**src/rtl/as_gpio_seq_monitor_if.sv**
```systemverilog
// Configuration, GPIO observation and status bundle of the GPIO sequence monitor.
interface as_gpio_seq_monitor_if #(
  parameter int unsigned DATA_W = 8,
  parameter int unsigned DEPTH  = 16,
  parameter int unsigned TO_W   = 16
);
  localparam int unsigned AW = $clog2(DEPTH);
  localparam int unsigned SW = AW + 1;

  logic              cfg_we_i;
  logic [AW-1:0]     cfg_addr_i;
  logic [DATA_W-1:0] cfg_data_i;
  logic [DATA_W-1:0] cfg_mask_i;
  logic [SW-1:0]     cfg_len_i;
  logic [TO_W-1:0]   to_limit_i;
  logic              arm_i;
  logic              cs_i;
  logic [DATA_W-1:0] gpio_i;
  logic              busy_o;
  logic              pass_o;
  logic              fail_o;
  logic              timeout_o;
  logic [SW-1:0]     step_o;
  logic [AW-1:0]     fail_idx_o;
  logic [DATA_W-1:0] fail_data_o;

  modport master (
    output cfg_we_i, cfg_addr_i, cfg_data_i, cfg_mask_i, cfg_len_i, to_limit_i,
           arm_i, cs_i, gpio_i,
    input  busy_o, pass_o, fail_o, timeout_o, step_o, fail_idx_o, fail_data_o
  );

  modport slave (
    input  cfg_we_i, cfg_addr_i, cfg_data_i, cfg_mask_i, cfg_len_i, to_limit_i,
           arm_i, cs_i, gpio_i,
    output busy_o, pass_o, fail_o, timeout_o, step_o, fail_idx_o, fail_data_o
  );
endinterface

```
**src/rtl/as_gpio_seq_monitor.sv**
```systemverilog
// Hardware self-check: compares GPIO strobe events against a programmable masked
// expected-value sequence and reports pass, fail (with step/data) or watchdog timeout.
module as_gpio_seq_monitor #(
  parameter int unsigned DATA_W    = 8,
  parameter int unsigned DEPTH     = 16,
  parameter int unsigned TO_W      = 16,
  parameter int unsigned EDGE_MODE = 1
) (
  input logic                  clk_i,
  input logic                  rstn_i,
  as_gpio_seq_monitor_if.slave bus
);
  localparam int unsigned AW = $clog2(DEPTH);
  localparam int unsigned SW = AW + 1;

  typedef enum logic [1:0] {ST_IDLE, ST_ARMED, ST_PASS, ST_FAIL} state_e;

  state_e            state_q, state_d;
  logic              cs_prev_q, cs_prev_d;
  logic [SW-1:0]     step_q, step_d;
  logic [SW-1:0]     len_q, len_d;
  logic [TO_W-1:0]   to_lim_q, to_lim_d;
  logic [TO_W-1:0]   wd_q, wd_d;
  logic              pass_q, pass_d;
  logic              fail_q, fail_d;
  logic              timeout_q, timeout_d;
  logic [AW-1:0]     fail_idx_q, fail_idx_d;
  logic [DATA_W-1:0] fail_data_q, fail_data_d;

  logic [DATA_W-1:0] exp_q  [DEPTH];
  logic [DATA_W-1:0] mask_q [DEPTH];

  logic              evt;
  logic              match;
  logic [AW-1:0]     idx;
  logic [AW-1:0]     last_idx;
  logic [SW-1:0]     step_inc;
  logic [TO_W-1:0]   wd_inc;

  // Table has no reset: its contents are undefined until written.
  always_ff @(posedge clk_i) begin
    if (bus.cfg_we_i) begin
      exp_q[bus.cfg_addr_i]  <= bus.cfg_data_i;
      mask_q[bus.cfg_addr_i] <= bus.cfg_mask_i;
    end
  end

  assign evt = (EDGE_MODE != 0) ? (bus.cs_i & ~cs_prev_q) : bus.cs_i;

  always_comb begin
    state_d     = state_q;
    cs_prev_d   = bus.cs_i;
    step_d      = step_q;
    len_d       = len_q;
    to_lim_d    = to_lim_q;
    wd_d        = wd_q;
    pass_d      = pass_q;
    fail_d      = fail_q;
    timeout_d   = timeout_q;
    fail_idx_d  = fail_idx_q;
    fail_data_d = fail_data_q;

    idx      = step_q[AW-1:0];
    match    = ((bus.gpio_i ^ exp_q[idx]) & mask_q[idx]) == '0;
    step_inc = step_q + SW'(1);
    wd_inc   = (wd_q == '1) ? wd_q : wd_q + TO_W'(1);
    last_idx = AW'(len_q - SW'(1));

    // arm takes priority over any event in the same cycle, in every state
    if (bus.arm_i) begin
      state_d     = ST_ARMED;
      step_d      = '0;
      len_d       = (bus.cfg_len_i == '0) ? SW'(1) : bus.cfg_len_i;
      to_lim_d    = bus.to_limit_i;
      wd_d        = '0;
      pass_d      = 1'b0;
      fail_d      = 1'b0;
      timeout_d   = 1'b0;
      fail_idx_d  = '0;
      fail_data_d = '0;
    end else begin
      case (state_q)
        ST_ARMED: begin
          if (evt) begin
            wd_d = '0;
            if (match) begin
              step_d = step_inc;
              if (step_inc == len_q) begin
                pass_d  = 1'b1;
                state_d = ST_PASS;
              end
            end else begin
              fail_d      = 1'b1;
              fail_idx_d  = idx;
              fail_data_d = bus.gpio_i;
              state_d     = ST_FAIL;
            end
          end else if (to_lim_q != '0) begin
            wd_d = wd_inc;
            if (wd_inc == to_lim_q) begin
              fail_d      = 1'b1;
              timeout_d   = 1'b1;
              fail_idx_d  = idx;
              fail_data_d = bus.gpio_i;
              state_d     = ST_FAIL;
            end
          end
        end
        ST_PASS: begin
          if (evt) begin
            pass_d      = 1'b0;
            fail_d      = 1'b1;
            fail_idx_d  = last_idx;
            fail_data_d = bus.gpio_i;
            state_d     = ST_FAIL;
          end
        end
        default: ;
      endcase
    end
  end

  always_ff @(posedge clk_i or negedge rstn_i) begin
    if (!rstn_i) begin
      state_q     <= ST_IDLE;
      cs_prev_q   <= 1'b0;
      step_q      <= '0;
      len_q       <= '0;
      to_lim_q    <= '0;
      wd_q        <= '0;
      pass_q      <= 1'b0;
      fail_q      <= 1'b0;
      timeout_q   <= 1'b0;
      fail_idx_q  <= '0;
      fail_data_q <= '0;
    end else begin
      state_q     <= state_d;
      cs_prev_q   <= cs_prev_d;
      step_q      <= step_d;
      len_q       <= len_d;
      to_lim_q    <= to_lim_d;
      wd_q        <= wd_d;
      pass_q      <= pass_d;
      fail_q      <= fail_d;
      timeout_q   <= timeout_d;
      fail_idx_q  <= fail_idx_d;
      fail_data_q <= fail_data_d;
    end
  end

  assign bus.busy_o      = (state_q == ST_ARMED);
  assign bus.pass_o      = pass_q;
  assign bus.fail_o      = fail_q;
  assign bus.timeout_o   = timeout_q;
  assign bus.step_o      = step_q;
  assign bus.fail_idx_o  = fail_idx_q;
  assign bus.fail_data_o = fail_data_q;

endmodule

```
**src/flat_wrapper.sv**
```systemverilog
// flat-port wrapper written by rule: the top's interface ports become plain ports
module as_gpio_seq_monitor_flat 
#(
  parameter int unsigned DATA_W    = 8,
  parameter int unsigned DEPTH     = 16,
  parameter int unsigned TO_W      = 16,
  parameter int unsigned EDGE_MODE = 1
)
  (clk_i, rstn_i, bus_cfg_we_i, bus_cfg_addr_i, bus_cfg_data_i, bus_cfg_mask_i, bus_cfg_len_i, bus_to_limit_i, bus_arm_i, bus_cs_i, bus_gpio_i, bus_busy_o, bus_pass_o, bus_fail_o, bus_timeout_o, bus_step_o, bus_fail_idx_o, bus_fail_data_o);
  as_gpio_seq_monitor_if #(.DATA_W(DATA_W), .DEPTH(DEPTH), .TO_W(TO_W)) bus_i ();
  input logic clk_i;
  input logic rstn_i;
  input wire logic [$bits(bus_i.cfg_we_i)-1:0] bus_cfg_we_i;
  input wire logic [$bits(bus_i.cfg_addr_i)-1:0] bus_cfg_addr_i;
  input wire logic [$bits(bus_i.cfg_data_i)-1:0] bus_cfg_data_i;
  input wire logic [$bits(bus_i.cfg_mask_i)-1:0] bus_cfg_mask_i;
  input wire logic [$bits(bus_i.cfg_len_i)-1:0] bus_cfg_len_i;
  input wire logic [$bits(bus_i.to_limit_i)-1:0] bus_to_limit_i;
  input wire logic [$bits(bus_i.arm_i)-1:0] bus_arm_i;
  input wire logic [$bits(bus_i.cs_i)-1:0] bus_cs_i;
  input wire logic [$bits(bus_i.gpio_i)-1:0] bus_gpio_i;
  output wire logic [$bits(bus_i.busy_o)-1:0] bus_busy_o;
  output wire logic [$bits(bus_i.pass_o)-1:0] bus_pass_o;
  output wire logic [$bits(bus_i.fail_o)-1:0] bus_fail_o;
  output wire logic [$bits(bus_i.timeout_o)-1:0] bus_timeout_o;
  output wire logic [$bits(bus_i.step_o)-1:0] bus_step_o;
  output wire logic [$bits(bus_i.fail_idx_o)-1:0] bus_fail_idx_o;
  output wire logic [$bits(bus_i.fail_data_o)-1:0] bus_fail_data_o;
  assign bus_i.cfg_we_i = bus_cfg_we_i;
  assign bus_i.cfg_addr_i = bus_cfg_addr_i;
  assign bus_i.cfg_data_i = bus_cfg_data_i;
  assign bus_i.cfg_mask_i = bus_cfg_mask_i;
  assign bus_i.cfg_len_i = bus_cfg_len_i;
  assign bus_i.to_limit_i = bus_to_limit_i;
  assign bus_i.arm_i = bus_arm_i;
  assign bus_i.cs_i = bus_cs_i;
  assign bus_i.gpio_i = bus_gpio_i;
  assign bus_busy_o = bus_i.busy_o;
  assign bus_pass_o = bus_i.pass_o;
  assign bus_fail_o = bus_i.fail_o;
  assign bus_timeout_o = bus_i.timeout_o;
  assign bus_step_o = bus_i.step_o;
  assign bus_fail_idx_o = bus_i.fail_idx_o;
  assign bus_fail_data_o = bus_i.fail_data_o;
  as_gpio_seq_monitor #(.DATA_W(DATA_W), .DEPTH(DEPTH), .TO_W(TO_W), .EDGE_MODE(EDGE_MODE)) u_core (.clk_i(clk_i), .rstn_i(rstn_i), .bus(bus_i));
endmodule
```
**config.mk**
```make
export PLATFORM = sky130hd
export DESIGN_NAME = as_gpio_seq_monitor_flat
export DESIGN_NICKNAME = d
export VERILOG_FILES = /design/src/rtl/as_gpio_seq_monitor_if.sv /design/src/rtl/as_gpio_seq_monitor.sv /design/src/flat_wrapper.sv
export SDC_FILE = /design/constraint.sdc
export NUM_CORES = 1
export LEC_CHECK = 0
export BUFFER_PORTS_ARGS = -buffer_cell sky130_fd_sc_hd__buf_2
export CAP_MARGIN = 20
export CORE_MARGIN = 1
export CORE_UTILIZATION = 55
export CTS_CLUSTER_SIZE = 16
export DETAILED_ROUTE_END_ITERATION = 7
export PLACE_DENSITY = 0.73
export SLEW_MARGIN = 5
export SYNTH_ARGS = -nofsm -noshare
export SYNTH_HDL_FRONTEND = slang
export SYNTH_SLANG_ARGS = --single-unit
export TNS_END_PERCENT = 10
```
**constraint.sdc**
```tcl
create_clock -name clk_i -period 3.6 [get_ports clk_i]
set_input_delay 0 -clock clk_i [delete_from_list [all_inputs] [get_ports clk_i]]
set_output_delay 0 -clock clk_i [all_outputs]
set_load 0.01 [all_outputs]
```
# Word-level counts from Yosys, hierarchy flattened
# Memory sizes are Yosys's and may differ from the RTL's.
# Cells that the tools add are included.
# word_totals
wordCells	100
latch_bits	0
out_inout_bits	21
romBits	0
memories	2
mem_bits_rw	256
reg_bits	60
input_bits	54
# mem_list
memory	depth	width	read_ports	rd_clocked_by_memory_dff	wr	line	text
u_core.exp_q	16	8	1	0	1	as_gpio_seq_monitor.sv:30	logic [DATA_W-1:0] exp_q [DEPTH];
u_core.mask_q	16	8	1	0	1	as_gpio_seq_monitor.sv:31	logic [DATA_W-1:0] mask_q [DEPTH];
# op_classes
add_sub_neg	3
multipliers	0
reduce_logical	16
n_shift	0
bitwise_logic	4
eq_ne	14
div	0
order_cmp	0
n_mux	50
# ops
operator	count
$mux 16	5
$mux 8	6
$mux 5	5
$mux 4	6
$add 16x1->16 const B	1
$eq 16x16->1	1
$eq 16x16->1 const B	1
$mux 1	16
$pmux 8 s2	1
$reduce_bool 16->1	1
$reduce_and 5->1	3
$mux 2	7
$ne 3x2->1 const B	4
$reduce_bool 2->1	5
$and 8x8->8	1
$logic_not 8->1	1
$ne 4x2->1 const B	2
$pmux 4 s2	1
$xor 8x8->8	1
$reduce_bool 3->1	2
$add 5x1->5 const B	1
$eq 5x5->1	1
$logic_not 5->1	1
$ne 5x5->1 const B	1
12 further kinds	13

# Depth between registers and ports, before layout
# depth
ltp_word	8
mapped_depth	14
ltp_nobuf	10

# Worst setup path after synthesis
# No wires, ideal clock.
# synth_timing
kind	register to register
startpoint	register u_core.step_q[0] (netlist: u_core.bus.step_o[0])
endpoint	register u_core.fail_idx_q[2] (netlist: u_core.bus.fail_idx_o[2])
path_stages_with_launch	11
path_slack_ns	0.294
arrival_time_ns	3.240
synth_period_minus_slack_ns	3.306
path_buffers	4
t_required_ns	3.535
setup_time_ns	0.065
cell_sequence	dfrtp_1 buf_6 buf_6 buf_2 mux4_2 mux4_2 a221o_1 or3_4 a21oi_4 buf_6 a22o_1
# synth_between
elab_chain_len	6
elab_cells_between_ends	7
cone_classes	1 x eq/ne; 2 x bitwise; 2 x reduce/logical; 2 x memory
# synth_rtl
element	line	text
start, declared	as_gpio_seq_monitor.sv:20	logic [SW-1:0] step_q, step_d;
start signal, assigned	as_gpio_seq_monitor.sv:139	step_q <= step_d;
$mem_v2 16x8	n/a	
$xor 8x8->8	as_gpio_seq_monitor.sv:64	match = ((bus.gpio_i ^ exp_q[idx]) & mask_q[idx]) == '0;
$and 8x8->8 *	as_gpio_seq_monitor.sv:64	
$logic_not 8->1 *	as_gpio_seq_monitor.sv:64	
$ne 4x4->1 (no source line) *	n/a	
$reduce_and 5->1 (no source line) *	n/a	
end signal, assigned	as_gpio_seq_monitor.sv:146	fail_idx_q <= fail_idx_d;
end, declared	as_gpio_seq_monitor.sv:27	logic [AW-1:0] fail_idx_q, fail_idx_d;
# Every way passes the cells marked *; elsewhere a longest branch is shown, timed or not.
# A chain may end at the register's enable or synchronous reset.

# Worst setup path in the final report
# layout_timing
startpoint	register u_core.step_q[0] (netlist: u_core.bus.step_o[0])
endpoint	register u_core.fail_idx_q[1] (netlist: u_core.bus.fail_idx_o[1])
# Same word-level chain as after synthesis.

==> run_results.csv <==
group,metric,value,unit
worst_setup_path,timing.critical_path.required,4.04,ns
sta,fin_ws,0.130,ns
placement,port_buffers,74,
yosys,flop_and_latch_count_out_of_synthesis,316,
drt,wl_per_cell,23.1,microns
clocking,tritoncts,"built",
finish,syn2layout_area_growth,20.2,%
sta,timing_worst_slew_pin_value,0.866,ns
drt,wl_met1,13200,microns
yosys,synth.distinct_cells,65,
floorplan,num_io_pins,75,
floorplan,dieArea,25200,sq um
drt,route.final.wire_length,31300,microns
yosys,synthesis.area,13500,sq um
pwr,p_switching,0.00169,W
yosys,syn_area_per_cell,16.1,sq um
yosys,synth_async_sr_flop_share,19.0,%
floorplan,core,23800,sq um
yosys,yosys_warnings,0,
sta,maxSlewViolCount,0,
pwr,p_seq_share,51.7,%
finish,layout.core_utilization,68.2,%
yosys,synth_top_flop_cell,"sky130_fd_sc_hd__edfxtp_1",
sta,post-route-min-period,3.47,ns
placement,detailedPlace.worstSlack,-0.0402,ns
pwr,power.combinational.fraction,5.5,%
outcome,run_status,"complete, no violations",
yosys,synth.net_count,894,
worst_setup_path,timing.critical_path.arrival,3.91,ns
clocking,clkTransAtPathRegs,0.06,ns
clocking,numCtsBuffers,34,
finish,insertedDiodeCount,0,
floorplan,num_rows,56,
drt,drc,0,
yosys,yosysSeqAreaShare,68.1,%
worst_setup_path,timing.critical_path.to_type,"register",
clocking,clock_latency_on_the_worst_skew_pair,0.50,ns
global_routing,grt_start_max_net_pins,46,
global_routing,global_route_wire_length_before_repair,47600,microns
pwr,power.ir.vdd_worst,375,uV
global_routing,antenna_violations_before_repair,0,
worst_hold_path,timing.hold.worst.class,"in2reg",
worst_setup_path,critical_path_class,"reg2reg",
floorplan,overall_die_width,159,microns
sta,finalClockSkew,0.0157,ns
drt,ant_nets,0,
finish,seq_area,9200,sq um
yosys,synth_cells,837,
global_routing,global_route.overflow_total,0,
clocking,cts_num_sinks,316,
finish,drive_above_1_share,27.9,%
placement,dp_hpwl,19400,microns
worst_setup_path,crit_path_start_kind,"register",
yosys,synth_enable_flop_cells,256,
flow_run,drv.max_cap_violation_count,0,
pwr,pwr-share-clk,42.8,%
finish,num-nets-final,1066,
sta,final_hold_viol_count,0,
drt,firstDrtPassIters,6,
drt,detailroute.wirelength.met2,15100,microns
worst_setup_path,timing.critical_path.fanout_max,12,
drt,highest-signal-layer,"met4",
drt,vias,8315,
clocking,htree_levels,2,
sta,worst_hold_slack,0.113,ns
pwr,power-per-cell-area,490,nW/um^2
finish,fillerInstances,1547,
drt,routed_wire_length_on_met3,2330,microns
clocking,max-clock-path-buffers,3,
drt,vias_cell,6.15,
pwr,switching_share,21.3,%
sta,max_frequency,288,MHz
drt,drt_iter0_drc,930,
global_routing,grt_util_all_layers,26.1,%
placement,globalplace.congestion,0.870,
global_routing,grt_pass1_vias,8275,
sta,worst_rel_slew_slack,42.3,%
sta,finish_stage_setup_viols,0,
finish,multiInputGateArea,4090,sq um
sta,layout_worst_path_cycle_share,96.4,%
floorplan,fp.dieH,159,microns
pwr,p_int,0.00625,W
clocking,root_buffer,"sky130_fd_sc_hd__clkbuf_16",
floorplan,floorplan.initialDensity,56.8,%
pwr,static_leakage_power,5.62,nW
## state kept, by name, summed over array words and instances, names as in the netlist, 2 cells and up
name	flops
u_core.bus.fail_data_o	8
u_core.bus.fail_idx_o	4
u_core.bus.step_o	5
u_core.exp_q	128
u_core.len_q	5
u_core.mask_q	128
u_core.state_q	2
u_core.to_lim_q	16
u_core.wd_q	16
## layer usage
layer / global-route usage (%) / vias to the layer above
met1: 36.8 / 4211
met3: 3.40 / 54
met5: 0 / -
met4: 7.42 / 0
met2: 43.0 / 381
li1: - / 3669
## final timing paths
| kind | slack, ns | from | cells past startpoint | end |
|---|---|---|---|---|
| worst max-delay path | 0.13 | u_core.bus.step_o[0] | 11 | u_core.bus.fail_idx_o[1] |
| worst min-delay path | 0.11 | bus_arm_i | 2 | u_core.bus.step_o[4] |
| worst max register to register | 0.13 | u_core.bus.step_o[0] | 11 | u_core.bus.fail_idx_o[1] |
| worst min register to register | 0.49 | u_core.bus.fail_data_o[3] | 1 | u_core.bus.fail_data_o[3] |
| max in group asynchronous | 2.42 | rstn_i | 5 | u_core.to_lim_q[14] |
| min in group asynchronous | 0.43 | rstn_i | 3 | u_core.bus.fail_idx_o[1] |
## cells in the final DEF, fill, tap and decap left out, types with 4 or more instances in the layout
| master | instances |
|---|---|
| sky130_fd_sc_hd__clkinvlp_4 | 4 |
| sky130_fd_sc_hd__a31oi_1 | 10 |
| sky130_fd_sc_hd__edfxtp_1 | 256 |
| sky130_fd_sc_hd__nand4_1 | 12 |
| sky130_fd_sc_hd__mux2_2 | 20 |
| sky130_fd_sc_hd__nor3_2 | 5 |
| sky130_fd_sc_hd__o211ai_1 | 8 |
| sky130_fd_sc_hd__nand2b_1 | 10 |
| sky130_fd_sc_hd__clkinv_2 | 4 |
| sky130_fd_sc_hd__or4_1 | 4 |
| sky130_fd_sc_hd__inv_1 | 10 |
| sky130_fd_sc_hd__buf_8 | 5 |
| sky130_fd_sc_hd__o21ai_0 | 34 |
| sky130_fd_sc_hd__clkinv_1 | 7 |
| sky130_fd_sc_hd__and4_1 | 6 |
| sky130_fd_sc_hd__mux4_2 | 62 |
| sky130_fd_sc_hd__nor3b_1 | 6 |
| sky130_fd_sc_hd__nand2_1 | 46 |
| sky130_fd_sc_hd__clkbuf_1 | 6 |
| sky130_fd_sc_hd__nor2_2 | 12 |
| sky130_fd_sc_hd__xnor2_1 | 18 |
| sky130_fd_sc_hd__nor3_1 | 7 |
| sky130_fd_sc_hd__nor2_1 | 35 |
| sky130_fd_sc_hd__and3_1 | 7 |
| sky130_fd_sc_hd__o31ai_1 | 5 |
| sky130_fd_sc_hd__xor2_1 | 20 |
| sky130_fd_sc_hd__dlygate4sd3_1 | 48 |
| sky130_fd_sc_hd__nor4_1 | 10 |
| sky130_fd_sc_hd__buf_4 | 46 |
| sky130_fd_sc_hd__buf_2 | 74 |
| sky130_fd_sc_hd__nand3_1 | 23 |
| sky130_fd_sc_hd__buf_12 | 6 |
| sky130_fd_sc_hd__and2_1 | 4 |
| sky130_fd_sc_hd__dfrtp_1 | 58 |
| sky130_fd_sc_hd__mux2i_1 | 17 |
| sky130_fd_sc_hd__a22o_1 | 13 |
| sky130_fd_sc_hd__a21oi_1 | 27 |
| sky130_fd_sc_hd__clkbuf_16 | 35 |
## cells by family after synthesis
logic type               Yosys count  synth area share, %
AO/OA/AOI/OAI                    122                 5.91
XOR/XNOR                          38                 2.47
adder cells (fa/ha/maj)            3                0.278
buffers and inverters             54                 1.98
flip-flops                       316                 68.1
multiplexers                      99                 13.3
AND/OR/NAND/NOR                  205                 7.96
## synthesized netlist by cell type (5+ instances only)
library cell	n	area share (%)
sky130_fd_sc_hd__xor2_1	20	1.3
sky130_fd_sc_hd__a21oi_1	27	1.0
sky130_fd_sc_hd__nand4_1	12	0.56
sky130_fd_sc_hd__nand2_1	46	1.3
sky130_fd_sc_hd__nor4_1	11	0.51
sky130_fd_sc_hd__mux2_2	20	1.7
sky130_fd_sc_hd__and4_1	6	0.39
sky130_fd_sc_hd__nor2_1	47	1.3
sky130_fd_sc_hd__o211ai_1	8	0.45
sky130_fd_sc_hd__a22o_1	13	0.84
sky130_fd_sc_hd__a31oi_1	10	0.46
sky130_fd_sc_hd__and3_1	7	0.32
sky130_fd_sc_hd__nor3b_1	6	0.33
sky130_fd_sc_hd__edfxtp_1	256	57
sky130_fd_sc_hd__dfrtp_1	60	11
sky130_fd_sc_hd__buf_2	6	0.22
sky130_fd_sc_hd__o31ai_1	5	0.28
sky130_fd_sc_hd__nand3_1	23	0.85
sky130_fd_sc_hd__xnor2_1	18	1.2
sky130_fd_sc_hd__nand2b_1	10	0.46
sky130_fd_sc_hd__inv_1	10	0.28
sky130_fd_sc_hd__clkbuf_1	25	0.70
sky130_fd_sc_hd__o21ai_0	34	1.3
sky130_fd_sc_hd__mux2i_1	17	1.3
sky130_fd_sc_hd__nor3_1	11	0.41
sky130_fd_sc_hd__buf_6	5	0.42
sky130_fd_sc_hd__mux4_2	62	10
## power by group through the flow
stage | Clock, W | Combinational [W] | Sequential, W
3_3_place_gp | 0 | 0.000367 | 0.00418
6_report | 0.00340 | 0.000433 | 0.00411
4_1_cts | 0.00343 | 0.000421 | 0.00411
2_1_floorplan | 0 | 0.000210 | 0.00416
3_5_place_dp | 0 | 0.000375 | 0.00418
5_1_grt | 0.00357 | 0.000474 | 0.00411
## critical path: stages, from the launching register on
cell                      delay (ns)
sky130_fd_sc_hd__dfrtp_4        0.47
sky130_fd_sc_hd__buf_4          0.19
sky130_fd_sc_hd__mux4_2         0.50
sky130_fd_sc_hd__mux2i_1        0.16
sky130_fd_sc_hd__xor2_1         0.23
sky130_fd_sc_hd__o22ai_1        0.17
sky130_fd_sc_hd__or4_1          0.54
sky130_fd_sc_hd__o41a_1         0.24
sky130_fd_sc_hd__or3_4          0.41
sky130_fd_sc_hd__a21oi_4        0.18
sky130_fd_sc_hd__buf_12         0.15
sky130_fd_sc_hd__a22o_1         0.15
## stage by stage
stage	area, sq um	std cells	total power [W]	setup TNS [ns]
floorplan	13500	837	0.00437	0
global placement	14500	1231	0.00454	0
detailed placement	14500	1232	0.00456	-0.287
CTS	16100	1345	0.00796	0
global route	16200	1353	0.00816	-0.00554
finish	16200	1353	0.00794	0
## layout make-up
cell class | count | share of cell area (%)
Sequential cell | 316 | 56.7
Multi-Input combinational cell | 467 | 25.2
Timing Repair Buffer | 179 | 8.58
Clock buffer | 41 | 5.54
Tap cell | 319 | 2.46
Clock inverter | 20 | 1.17
Inverter | 11 | 0.255
## what timing repair did
action,in CTS,in global routing
endpoints found under the setup margin,12,13
hold buffers,47,1
hold endpoints to repair,330,7
buffers inserted,5,2
pin swaps,0,2
resized for setup,0,2
Note: power is estimated with default switching activity, not from simulation.
